File: src/rtl/serial_integrator_pkg.sv
// -----------------------------------------------------------------------------
// serial_integrator_pkg
//   Shared definitions for the serial integrator and the downstream
//   saturation stage:
//     - state_t         : integrator FSM encoding (IDLE / MUL / ACC)
//     - DW/KW/AW/FRAC   : default sample, gain, accumulator and fraction widths
//     - sat_max/sat_min : most positive / most negative value of an N-bit
//                         signed word
//     - ACC_MAX/ACC_MIN : those limits at the default accumulator width
// -----------------------------------------------------------------------------
package serial_integrator_pkg;

  localparam int DW_DEF   = 16;
  localparam int KW_DEF   = 12;
  localparam int AW_DEF   = 22;
  localparam int FRAC_DEF = 10;

  typedef enum logic [1:0] {
    ST_IDLE = 2'd0,
    ST_MUL  = 2'd1,
    ST_ACC  = 2'd2
  } state_t;

  function automatic longint sat_max(input int unsigned width);
    return (longint'(1) <<< (width - 1)) - longint'(1);
  endfunction

  function automatic longint sat_min(input int unsigned width);
    return -(longint'(1) <<< (width - 1));
  endfunction

  localparam logic signed [AW_DEF-1:0] ACC_MAX = AW_DEF'(sat_max(AW_DEF));
  localparam logic signed [AW_DEF-1:0] ACC_MIN = AW_DEF'(sat_min(AW_DEF));

endpackage

File: src/rtl/serial_integrator_mult.sv
// -----------------------------------------------------------------------------
// serial_mult
//   KW-cycle bit-serial signed multiplier (shift-add, multiplier LSB first).
//   Bits 0..KW-2 of the multiplier add the shifted multiplicand; the sign bit
//   subtracts it, so the DW+KW-bit product is exact for every operand pair,
//   including both most-negative values.
//
//   Ports:
//     clk      in   clock
//     reset    in   synchronous active-high reset
//     abort    in   drop any operation in flight (wins over start)
//     start    in   latch a_in / b_in and begin a multiply
//     a_in     in   DW-bit signed multiplicand
//     b_in     in   KW-bit signed multiplier
//     done     out  high during the cycle that processes the last bit
//     product  out  DW+KW-bit signed product, final after the done cycle
// -----------------------------------------------------------------------------
module serial_mult #(
  parameter int DW = 16,
  parameter int KW = 12
) (
  input  logic                    clk,
  input  logic                    reset,
  input  logic                    abort,
  input  logic                    start,
  input  logic signed [DW-1:0]    a_in,
  input  logic signed [KW-1:0]    b_in,
  output logic                    done,
  output logic signed [DW+KW-1:0] product
);

  localparam int PW = DW + KW;
  localparam int CW = (KW > 1) ? $clog2(KW) : 1;

  logic                 busy_q,   busy_d;
  logic [CW-1:0]        cnt_q,    cnt_d;
  logic signed [PW-1:0] mcand_q,  mcand_d;
  logic [KW-1:0]        mplier_q, mplier_d;
  logic signed [PW-1:0] prod_q,   prod_d;
  logic                 last_bit;

  assign last_bit = busy_q && (cnt_q == CW'(KW - 1));

  always_comb begin
    busy_d   = busy_q;
    cnt_d    = cnt_q;
    mcand_d  = mcand_q;
    mplier_d = mplier_q;
    prod_d   = prod_q;

    if (abort) begin
      busy_d = 1'b0;
      prod_d = '0;
    end else if (start) begin
      mcand_d  = PW'(a_in);
      mplier_d = b_in;
      prod_d   = '0;
      cnt_d    = '0;
      busy_d   = 1'b1;
    end else if (busy_q) begin
      // The multiplier's sign bit carries weight -2^(KW-1): subtract on it.
      if (mplier_q[0]) begin
        if (last_bit) begin
          prod_d = prod_q - mcand_q;
        end else begin
          prod_d = prod_q + mcand_q;
        end
      end
      mcand_d  = mcand_q <<< 1;
      mplier_d = mplier_q >> 1;
      cnt_d    = cnt_q + CW'(1);
      if (last_bit) begin
        busy_d = 1'b0;
      end
    end
  end

  always_ff @(posedge clk) begin
    if (reset) begin
      busy_q   <= 1'b0;
      cnt_q    <= '0;
      mcand_q  <= '0;
      mplier_q <= '0;
      prod_q   <= '0;
    end else begin
      busy_q   <= busy_d;
      cnt_q    <= cnt_d;
      mcand_q  <= mcand_d;
      mplier_q <= mplier_d;
      prod_q   <= prod_d;
    end
  end

  assign done    = last_bit;
  assign product = prod_q;

endmodule

File: src/rtl/serial_integrator.sv
// -----------------------------------------------------------------------------
// serial_integrator
//   Discrete-time integrator: y[n] = y[n-1] + ((ki * x[n]) >>> FRAC).
//   The product comes from a KW-cycle bit-serial multiplier; the accumulator
//   wraps modulo 2^AW unless SERIAL_INTEGRATOR_CLAMP_EN is defined, in which
//   case the sum saturates to the AW-bit signed range (anti-windup).
//
//   Ports:
//     clk        in   clock, rising edge
//     reset      in   synchronous active-high reset
//     clear      in   synchronous accumulator clear / operation abort
//     ki         in   KW-bit signed gain, taken at acceptance
//     sig_in     in   DW-bit signed sample
//     in_valid   in   sample present
//     in_ready   out  sample can be accepted (IDLE, no clear, no reset)
//     sig_out    out  AW-bit signed accumulator (registered)
//     out_valid  out  one-cycle pulse when sig_out has just been updated
//
//   Latency handshake -> out_valid is KW+1 cycles; one sample per KW+2 cycles.
//
//   state | meaning
//   ------+----------------------------------------------------------
//   IDLE  | waiting for a sample; in_ready high unless clear/reset
//   MUL   | KW cycles of shift-add, one gain bit per cycle
//   ACC   | scale product, add to accumulator, pulse out_valid
// -----------------------------------------------------------------------------
module serial_integrator
  import serial_integrator_pkg::*;
#(
  parameter int DW   = DW_DEF,
  parameter int KW   = KW_DEF,
  parameter int AW   = AW_DEF,
  parameter int FRAC = FRAC_DEF
) (
  input  logic                 clk,
  input  logic                 reset,
  input  logic                 clear,
  input  logic signed [KW-1:0] ki,
  input  logic signed [DW-1:0] sig_in,
  input  logic                 in_valid,
  output logic                 in_ready,
  output logic signed [AW-1:0] sig_out,
  output logic                 out_valid
);

  localparam int PW = DW + KW;

  state_t               state_q,     state_d;
  logic signed [AW-1:0] sig_out_q,   sig_out_d;
  logic                 out_valid_q, out_valid_d;

  logic                 mult_start;
  logic                 mult_abort;
  logic                 mult_done;
  logic signed [PW-1:0] mult_prod;
  logic signed [AW-1:0] acc_next;

  serial_mult #(
    .DW (DW),
    .KW (KW)
  ) u_mult (
    .clk     (clk),
    .reset   (reset),
    .abort   (mult_abort),
    .start   (mult_start),
    .a_in    (sig_in),
    .b_in    (ki),
    .done    (mult_done),
    .product (mult_prod)
  );

  // Scaled product; >>> on a signed operand rounds toward -infinity.
`ifdef SERIAL_INTEGRATOR_CLAMP_EN
  localparam logic signed [AW:0] SUM_MAX = (AW + 1)'(sat_max(AW));
  localparam logic signed [AW:0] SUM_MIN = (AW + 1)'(sat_min(AW));

  logic signed [AW:0] p_ext;
  logic signed [AW:0] sum;

  assign p_ext = (AW + 1)'(mult_prod >>> FRAC);
  assign sum   = (AW + 1)'(sig_out_q) + p_ext;

  always_comb begin
    if (sum > SUM_MAX) begin
      acc_next = SUM_MAX[AW-1:0];
    end else if (sum < SUM_MIN) begin
      acc_next = SUM_MIN[AW-1:0];
    end else begin
      acc_next = sum[AW-1:0];
    end
  end
`else
  logic signed [AW-1:0] p_ext;

  assign p_ext    = AW'(mult_prod >>> FRAC);
  assign acc_next = sig_out_q + p_ext;
`endif

  always_comb begin
    state_d     = state_q;
    sig_out_d   = sig_out_q;
    out_valid_d = 1'b0;
    mult_start  = 1'b0;
    mult_abort  = 1'b0;
    in_ready    = (state_q == ST_IDLE) && !clear && !reset;

    if (clear) begin
      state_d    = ST_IDLE;
      sig_out_d  = '0;
      mult_abort = 1'b1;
    end else begin
      unique case (state_q)
        ST_IDLE: begin
          if (in_valid && in_ready) begin
            mult_start = 1'b1;
            state_d    = ST_MUL;
          end
        end
        ST_MUL: begin
          if (mult_done) begin
            state_d = ST_ACC;
          end
        end
        ST_ACC: begin
          sig_out_d   = acc_next;
          out_valid_d = 1'b1;
          state_d     = ST_IDLE;
        end
        default: begin
          state_d = ST_IDLE;
        end
      endcase
    end
  end

  always_ff @(posedge clk) begin
    if (reset) begin
      state_q     <= ST_IDLE;
      sig_out_q   <= '0;
      out_valid_q <= 1'b0;
    end else begin
      state_q     <= state_d;
      sig_out_q   <= sig_out_d;
      out_valid_q <= out_valid_d;
    end
  end

  assign sig_out   = sig_out_q;
  assign out_valid = out_valid_q;

endmodule

File: config.mk
export PLATFORM = sky130hd
export DESIGN_NAME = serial_integrator
export DESIGN_NICKNAME = d
export VERILOG_FILES = /design/src/rtl/serial_integrator_pkg.sv /design/src/rtl/serial_integrator_mult.sv /design/src/rtl/serial_integrator.sv
export SDC_FILE = /design/constraint.sdc
export NUM_CORES = 1
export LEC_CHECK = 0
export CAP_MARGIN = 20
export CELL_PAD_IN_SITES_DETAIL_PLACEMENT = 0
export CELL_PAD_IN_SITES_GLOBAL_PLACEMENT = 1
export CORE_ASPECT_RATIO = 0.9
export CORE_UTILIZATION = 45
export DETAILED_ROUTE_END_ITERATION = 8
export PLACE_DENSITY = 0.88
export SLEW_MARGIN = 5
export SYNTH_ARGS = -nofsm -noshare
export SYNTH_HDL_FRONTEND = slang
export SYNTH_SLANG_ARGS = --single-unit
export TNS_END_PERCENT = 10
File: constraint.sdc
create_clock -name clk -period 10.83 [get_ports clk]
set_input_delay 1.083 -clock clk [delete_from_list [all_inputs] [get_ports clk]]
set_output_delay 1.083 -clock clk [all_outputs]
set_load 0.02 [all_outputs]
Word-level counts from Yosys, hierarchy flattened
Cells that the tools add are included.

Add/sub/neg operators: 4. $mul: 0. Divide/modulo/power cells: 0. Order comparisons: 0. Equality and inequality tests: 5. Shift operators: 0. Multiplexer cells: 18. Bitwise operators: 1. Reduce and logical (&&, ||, !) cells: 14.

Operators with widths (number): 2-to-1 mux 28 bit (3); adder 28 bit (1); subtractor 28 bit (1); 2-to-1 mux 12 bit (2); adder 22 x 18 -> 22 bit (1); 2-to-1 mux 1 bit (8); 2-to-1 mux 4 bit (2); AND reduction 2 bit (3); adder 4 x 1 -> 4 bit (second input constant) (1); equality test 4 bit (second input constant) (1); logical AND 1 bit (4); 2-to-1 mux 2 bit (2); one-hot mux 2 bit (2 select lines) (1); OR reduction 2 bit (2); OR reduction 3 bit (1); equality test 2 x 1 -> 1 bit (second input constant) (1); equality test 2 bit (second input constant) (1); zero test 1 bit (2); zero test 2 bit (1); != test 2 x 1 -> 1 bit (second input constant) (1); != test 2 bit (second input constant) (1); nonzero test 2 bit (1); NOT 1 bit (1).

Bits in registers: 98. Bits in latches: 0. Memory bits (writable): 0. Memory bits (read-only): 0. Input bits: 32. Word-level logic and storage cells: 50. Memories kept: 0.

Depth between registers and ports, before layout
Gate-level depths: netlist of the first run.

Word-level depth: 9. Depth in mapped cells: 17. Mapped depth without buffers: 17.

Cells and area by module
A second synthesis of the first run with hierarchy kept.

Cell total of the unflattened synthesis: 881. Area, all modules: 6835.3 um^2.

Modules (own cells, without submodules): serial_mult (instances 1, cells each 630, area an instance 4916.0 um^2); serial_integrator (instances 1, cells each 251, area an instance 1919.3 um^2).

Worst setup path after synthesis of the first run
No wires, ideal clock.

Kind: register to register. Start: reg u_mult.mcand_q[3]. End: reg u_mult.prod_q[27] (netlist: u_mult.product[27]). Setup time: 0.067 ns. Arrival time: 3.748 ns. Data required time: 10.763 ns. Setup slack: 7.015 ns. Stages on the path, launching flop included: 15. Buffers on the path: 0. Cell sequence: dfxtp_1 or4_4 or3_2 o21ai_0 xor2_1 ha_1 or2_2 a21oi_1 a21oi_1 a31oi_1 o31ai_1 a211oi_2 xnor2_2 or3_2 a21oi_2.

Cells in the longest elaborated chain, start to end: 2. Elaborated cells on any way between the ends: 3. Classes of those cells: add/sub (2); mux (1).

RTL lines: start: declaration (line serial_integrator_mult.sv:37) `logic signed [PW-1:0] mcand_q, mcand_d;`; start signal: assignment (line serial_integrator_mult.sv:88) `mcand_q <= mcand_d;`; adder 28 bit or subtractor 28 bit (tied branches) (line serial_integrator_mult.sv:66, serial_integrator_mult.sv:64); 2-to-1 mux 28 bit * (line serial_integrator_mult.sv:63) `if (last_bit) begin`; end signal: assignment (line serial_integrator_mult.sv:90) `prod_q <= prod_d;`; end: declaration (line serial_integrator_mult.sv:39) `logic signed [PW-1:0] prod_q, prod_d;`.

Every way passes the cells marked *; elsewhere a longest branch is shown, timed or not. A chain may end at the register's enable or synchronous reset.

Worst setup path after layout of the first run
Start: in reset. End: reg u_mult.cnt_q[3].

Cells in the longest elaborated chain, start to end: 8. Elaborated cells on any way between the ends: 9. Classes of those cells: mux (4); reduce/logical (5).

RTL lines: start: declaration (line serial_integrator.sv:36) `input logic reset,`; zero test 1 bit (line serial_integrator.sv:105) `in_ready = (state_q == ST_IDLE) && !clear && !reset;`; logical AND 1 bit (line serial_integrator.sv:105); logical AND 1 bit (line serial_integrator.sv:114) `if (in_valid && in_ready) begin`; 2-to-1 mux 1 bit (line serial_integrator.sv:114); 2-to-1 mux 1 bit (line serial_integrator.sv:112) `unique case (state_q)`; 2-to-1 mux 1 bit (line serial_integrator.sv:107) `if (clear) begin`; nonzero test 2 bit (no line); AND reduction 2 bit (no line); end signal: assignment (line serial_integrator_mult.sv:87) `cnt_q <= cnt_d;`; end: declaration (line serial_integrator_mult.sv:36) `logic [CW-1:0] cnt_q, cnt_d;`.

Several ways; a longest one is shown, not always the timed one.

==> results of run 1 <==
synthesized netlist by cell type (6+ instances only):
cell,number
a21o_1,25
nor2_1,86
a311oi_1,25
a31oi_1,6
o21ai_0,36
inv_1,26
ha_1,50
a211oi_1,24
nor3_1,14
xnor2_1,37
nand3_1,15
o31ai_1,9
buf_2,10
and3_1,6
xor2_1,23
nand2_1,130
nor2b_1,9
dfxtp_1,98
nand4_1,11
and2_1,6
or3_1,6
o21a_1,9
clkbuf_1,38
a21oi_1,102
o21bai_1,7
metal layers:
layer | wire length (um) | share of wire
met1 | 8050 | 0.52
met2 | 7050 | 0.45
met3 | 327 | 0.021
met4 | 161 | 0.010
met5 | 0 | 0
cell families (layout without fill, tap and decap cells):
kind of cell,Yosys count,count (layout),share of synthesized area
xor+xnor,61,61,0.0811
flops,98,98,0.294
buf+inv,75,105,0.0440
mux,4,4,0.00599
simple gates,312,312,0.213
fa+ha+maj,52,52,0.0996
compound gates,272,272,0.262
metrics by stage:
stage / cells / utilization
after floorplan: 874 / -
after global placement: 1081 / 0.515
after detailed placement: 1081 / 0.515
after CTS: 1096 / 0.534
after global routing: 1097 / 0.535
final: 1097 / 0.535
sequential cells by signal, summed over array words and instances, names as in the netlist:
signal / flops
u_mult.mcand_q: 28
u_mult.product: 28
sig_out: 22
u_mult.mplier_q: 12
u_mult.cnt_q: 4
state_q: 2
out_valid: 1
u_mult.busy_q: 1
critical path: stages:
cell             delay, ns
clkdlybuf4s50_1       0.40
buf_4                 0.27
or2_2                 0.56
nor3_1                0.34
and2_1                0.18
buf_4                 0.31
nor2_1                0.15
nor2_4                0.42
buf_4                 0.52
nand4_1               0.17
xor2_1                0.16
nor3_1                0.14
report_power, final:
part	internal (uW)	total [uW]	leakage (uW)	switching (uW)
combinational	96.7	221	0.00203	124
sequential	367	376	0.000792	8.77
clock	161	299	0.000130	138
path summary, 6_finish.rpt:
| kind | from | end | slack, ns | cells past startpoint |
|---|---|---|---|---|
| min reg2reg | u_mult.product[8] | u_mult.product[8] | 0.46 | 2 |
| max reg2reg | u_mult.cnt_q[0] | u_mult.product[26] | 6.57 | 16 |
| min | u_mult.product[8] | u_mult.product[8] | 0.46 | 2 |
| max | reset | u_mult.cnt_q[3] | 6.35 | 12 |
cell type report:
type / instances / area, um2 / share of cell area
clock inverter: 2 / 13.8 / 0.00180
timing repair buffer: 64 / 626 / 0.0820
sequential: 98 / 1960 / 0.257
multi-input combinational: 701 / 4440 / 0.582
inverter: 26 / 97.6 / 0.0128
tap: 193 / 241 / 0.0317
clock buffer: 13 / 250 / 0.0328
==> metrics, run 1 <==
outcome completed; mean number of vias per cell 5.50; GRT Resource Usage Total 0.210; post-synth top area share 0.294; pre-CTS setup slack 6.02 ns; Setup violations, final 0; Starting DRT DRC Count 301; postcts setup bufs 0; met2 Resource Use GR 0.338; Final Wtd Congestion 0.853; Period minus WS final 4.48 ns; Layout fillers 1413; Final HPWL DP 11400 um; Root Buffer clkbuf_16; ant diodes 0; most common cell after layout, fill and taps aside nand2_1; Seq cells post-synth 98; drt pass-1 iters 5; ys async rst share 0; hold buffers post-CTS 0; total number of vias 6036; Rows 41; Worst slew margin 0.492; Post-synth top flop dfxtp_1; die height 118 um; vias in the first global route 5519; VDD IR-drop max 0.0800 mV; TritonCTS clock tree built; largest cells by area after synthesis dfxtp_1, ha_1, a21oi_1; sequential area share after synthesis 0.294; met3 Usage GRT 0.0436; Top Usage Layer GRT met2; gr ovfl total 0; CTS resizes 0; H-tree depth 3; largest net degree at the start of global routing 54; post-route cell area 0.00763 mm2; Synth Warn # 0; Max Root-Sink Buffers 2; clk_skew 0.00771 ns; Pwr per Cell Area 118 mW/mm2; Area Overhead vs Synth 14.1%; WL final 15600 um; Total Die Area 0.0153 mm2; Critical Path Source Type primary input; most frequent cells in the layout nand2_1, a21oi_1, dfxtp_1; syn_area_per_cell between 7 and 8 um2; initial antenna violation count 0; routed len/inst approximately 14 um; Syn Inst Count 874; max-capacitance violation count 0; core area 0.0143 mm2; Crit. End Element register; Final Max Tran Viols 0; mapped cell area 0.00668 mm2; Yosys cell types 60; Pleak around 0.0030 uW; clk_lat worst skew 0.35 ns; Initial Utilization 0.469; layout cells sized above 1 0.0431; routing usage on met1 0.286; Ports 56; Power Total about 900 uW; Layout Nets 984; DRC violations left 0; period utilization 0.413; crit-path max FO 53; Synth area leader dfxtp_1; clock sinks slightly below 100; CTS buffer count 9; Clock transition at path regs 0.07 ns; kind of critical path primary input to register; TNS Setup 0 ns; RSZ-0062 raised after global routing false; f_max 223 MHz; number of port buffers 55; Post-Syn Nets around 960; Post-synth EDFFs 0; Die X approximately 130 um; DRT antenna net count 0; Placed Area 0.00735 mm2; Hold WS 0.465 ns; Hold Crit Class register to register; worst-margin pin slew 0.763 ns; Worst Path Required approximately 11 ns; first-pass GRT wire length about 26000 um; WP data arrival 4.75 ns; final setup margin 6.35 ns; Final Hold Fails 0
Power figures use the tool's default switching activity.
==> inputs of run 2 (changes only) <==
- CORE_UTILIZATION: 45 -> 44
- PLACE_DENSITY: 0.88 -> 0.86
- clock period: 10.83 -> 4.6 ns (I/O delays scaled with it)
==> run 2 against run 1 <==
Against the previous run:
- non-clock buffer count up 2
- routed wire length is 2.6% higher
- via count is 0.56% higher
- power up 150%
- cell area is 0.98% higher
- clock skew is 0.00067 ns higher
- setup slack got worse by 5.9 ns
- critical endpoint is now u_mult.product[27]
- highest routed layer unchanged
==> metrics, run 2 (same netlist as run 1, synthesis figures left out) <==
TritonCTS clock tree built; clk_skew 0.00838 ns; WL final ~16000 um; max-capacitance violation count 0; f_max about 240 MHz; outcome completed; CTS resizes 0; Top delay family on crit path simple AND/OR/NAND/NOR gates; Setup violations, final 0; layout cells sized above 1 0.0485; postcts setup bufs 0; Hold WS approximately 0.47 ns; Starting DRT DRC Count 334; Pleak about 0.0030 uW; Ports 56; Crit. End Element register; worst-margin pin slew roughly 0.8 ns; largest net degree at the start of global routing 60; clock share of power 0.358; first-pass GRT wire length 26300 um; die height 119 um; core area 0.0148 mm2; pre-CTS setup slack 0.505 ns; H-tree depth 3; Hold Crit Class register to register; period utilization 0.897; drt pass-1 iters 5; crit-path max cell delay roughly 0.56 ns; vias in the first global route 5352; Rows 42; mean number of vias per cell 5.49; crit-path max FO 6; ant diodes 0; most common cell after layout, fill and taps aside nand2_1; Int Pwr 1550 uW; Initial Utilization 0.452; Pwr per Cell Area approximately 290 mW/mm2; Critical Path Source Type register; Final Wtd Congestion 0.836; clock sinks 98; Final Max Tran Viols 0; initial antenna violation count 0; DRC violations left 0; Worst slew margin 0.476; Area Overhead vs Synth 15.3%; net switching power 658 uW; Clock transition at path regs approximately 0.07 ns; CP Buf/Inv Count 0; TNS Setup 0 ns; RSZ-0062 raised after global routing false; slowest stage cell on the critical path or4_4; WP data arrival around 4.4 ns; Period minus WS final 4.13 ns; Final Hold Fails 0; hold buffers post-CTS 0; Sw Ratio 0.299; Max Root-Sink Buffers 2; CTS buffer count 9; Worst Path Required 4.89 ns; routed len/inst between 10 and 15 um; clk_lat worst skew between 0.3 and 0.4 ns; final setup margin 0.473 ns; number of port buffers 55; Reg power frac 0.402; DRT antenna net count 0; VDD IR-drop max 0.185 mV; Comb pwr share 0.240; Die X 132 um; Layout Nets 986; Power Total between 2000 and 2500 uW; total number of vias 6070; Total Die Area between 0.015 and 0.02 mm2; gr ovfl total 0; GRT Resource Usage Total 0.206; kind of critical path register to register; Final HPWL DP 11600 um; crit-path cells or4_4 > or3_2 > o21ai_0 > xor2_1 > ha_1 > or2_2 > a21oi_1 > a21oi_1 > a31oi_1 > o31ai_1 > a211oi_2 > xnor2_2 > or3_2 > a21oi_2; Root Buffer clkbuf_16; most frequent cells in the layout nand2_1, a21oi_1, dfxtp_1
==> run 2: cell types whose count changed in the layout (fill, tap and decap cells not counted) <==
cell       before  now
buf_12          0    1
buf_4           8    9
bufinv_16       0    1
clkbuf_1        3    1
clkbuf_8        1    2
clkinv_2        1    2
clkinv_4        1    0
inv_6           0    1
==> run 2: power by group through the flow <==
stage / Clock (uW) / Sequential [uW] / Combinational, uW
2_1_floorplan: 0 / 897 / 412
3_3_place_gp: 0 / 905 / 527
3_5_place_dp: 0 / 905 / 525
4_1_cts: 811 / 886 / 528
5_1_grt: 838 / 888 / 584
6_report: 789 / 886 / 529
==> run 2: final timing paths <==
kind,start,end,slack (ns),cells after the start
setup reg to reg,u_mult.mcand_q[3],u_mult.product[27],0.47,14
hold reg to reg,u_mult.product[5],u_mult.product[5],0.47,2
setup / recovery,u_mult.mcand_q[3],u_mult.product[27],0.47,14
hold / removal,u_mult.product[5],u_mult.product[5],0.47,2
==> run 2: through the flow <==
stage,area (um2),cells,utilization
2_1_floorplan,6680,874,-
3_3_place_gp,7380,1088,0.500
3_5_place_dp,7380,1088,0.500
4_1_cts,7690,1104,0.521
5_1_grt,7700,1105,0.522
6_report,7700,1105,0.522
==> run 2: area by class of cell <==
class                   count  area, um2
clock buffers              12        256
clock inverters             4       48.8
fillers                  1436       7070
multi-input cells         701       4440
inverters                  26       97.6
flip-flops and latches     98       1960
well taps                 198        248
repair buffers             66        653
==> run 2: routing by layer <==
metal  up-vias  GRT usage  share of wire
met5         -          0              0
met4         0     0.0676          0.017
met3        17     0.0332          0.026
met2        88      0.323           0.45
met1      2787      0.285           0.51
li1       3178          -              -
==> run 2: worst reg2reg max path: cells and delay by family, from the launching register on <==
family / cells / cell delay [ns]
flip-flops: 1 / 0.36
XOR/XNOR: 2 / 0.28
AND/OR/NAND/NOR: 4 / 1.74
AO/OA/AOI/OAI: 7 / 1.38
adder cells (fa/ha/maj): 1 / 0.31
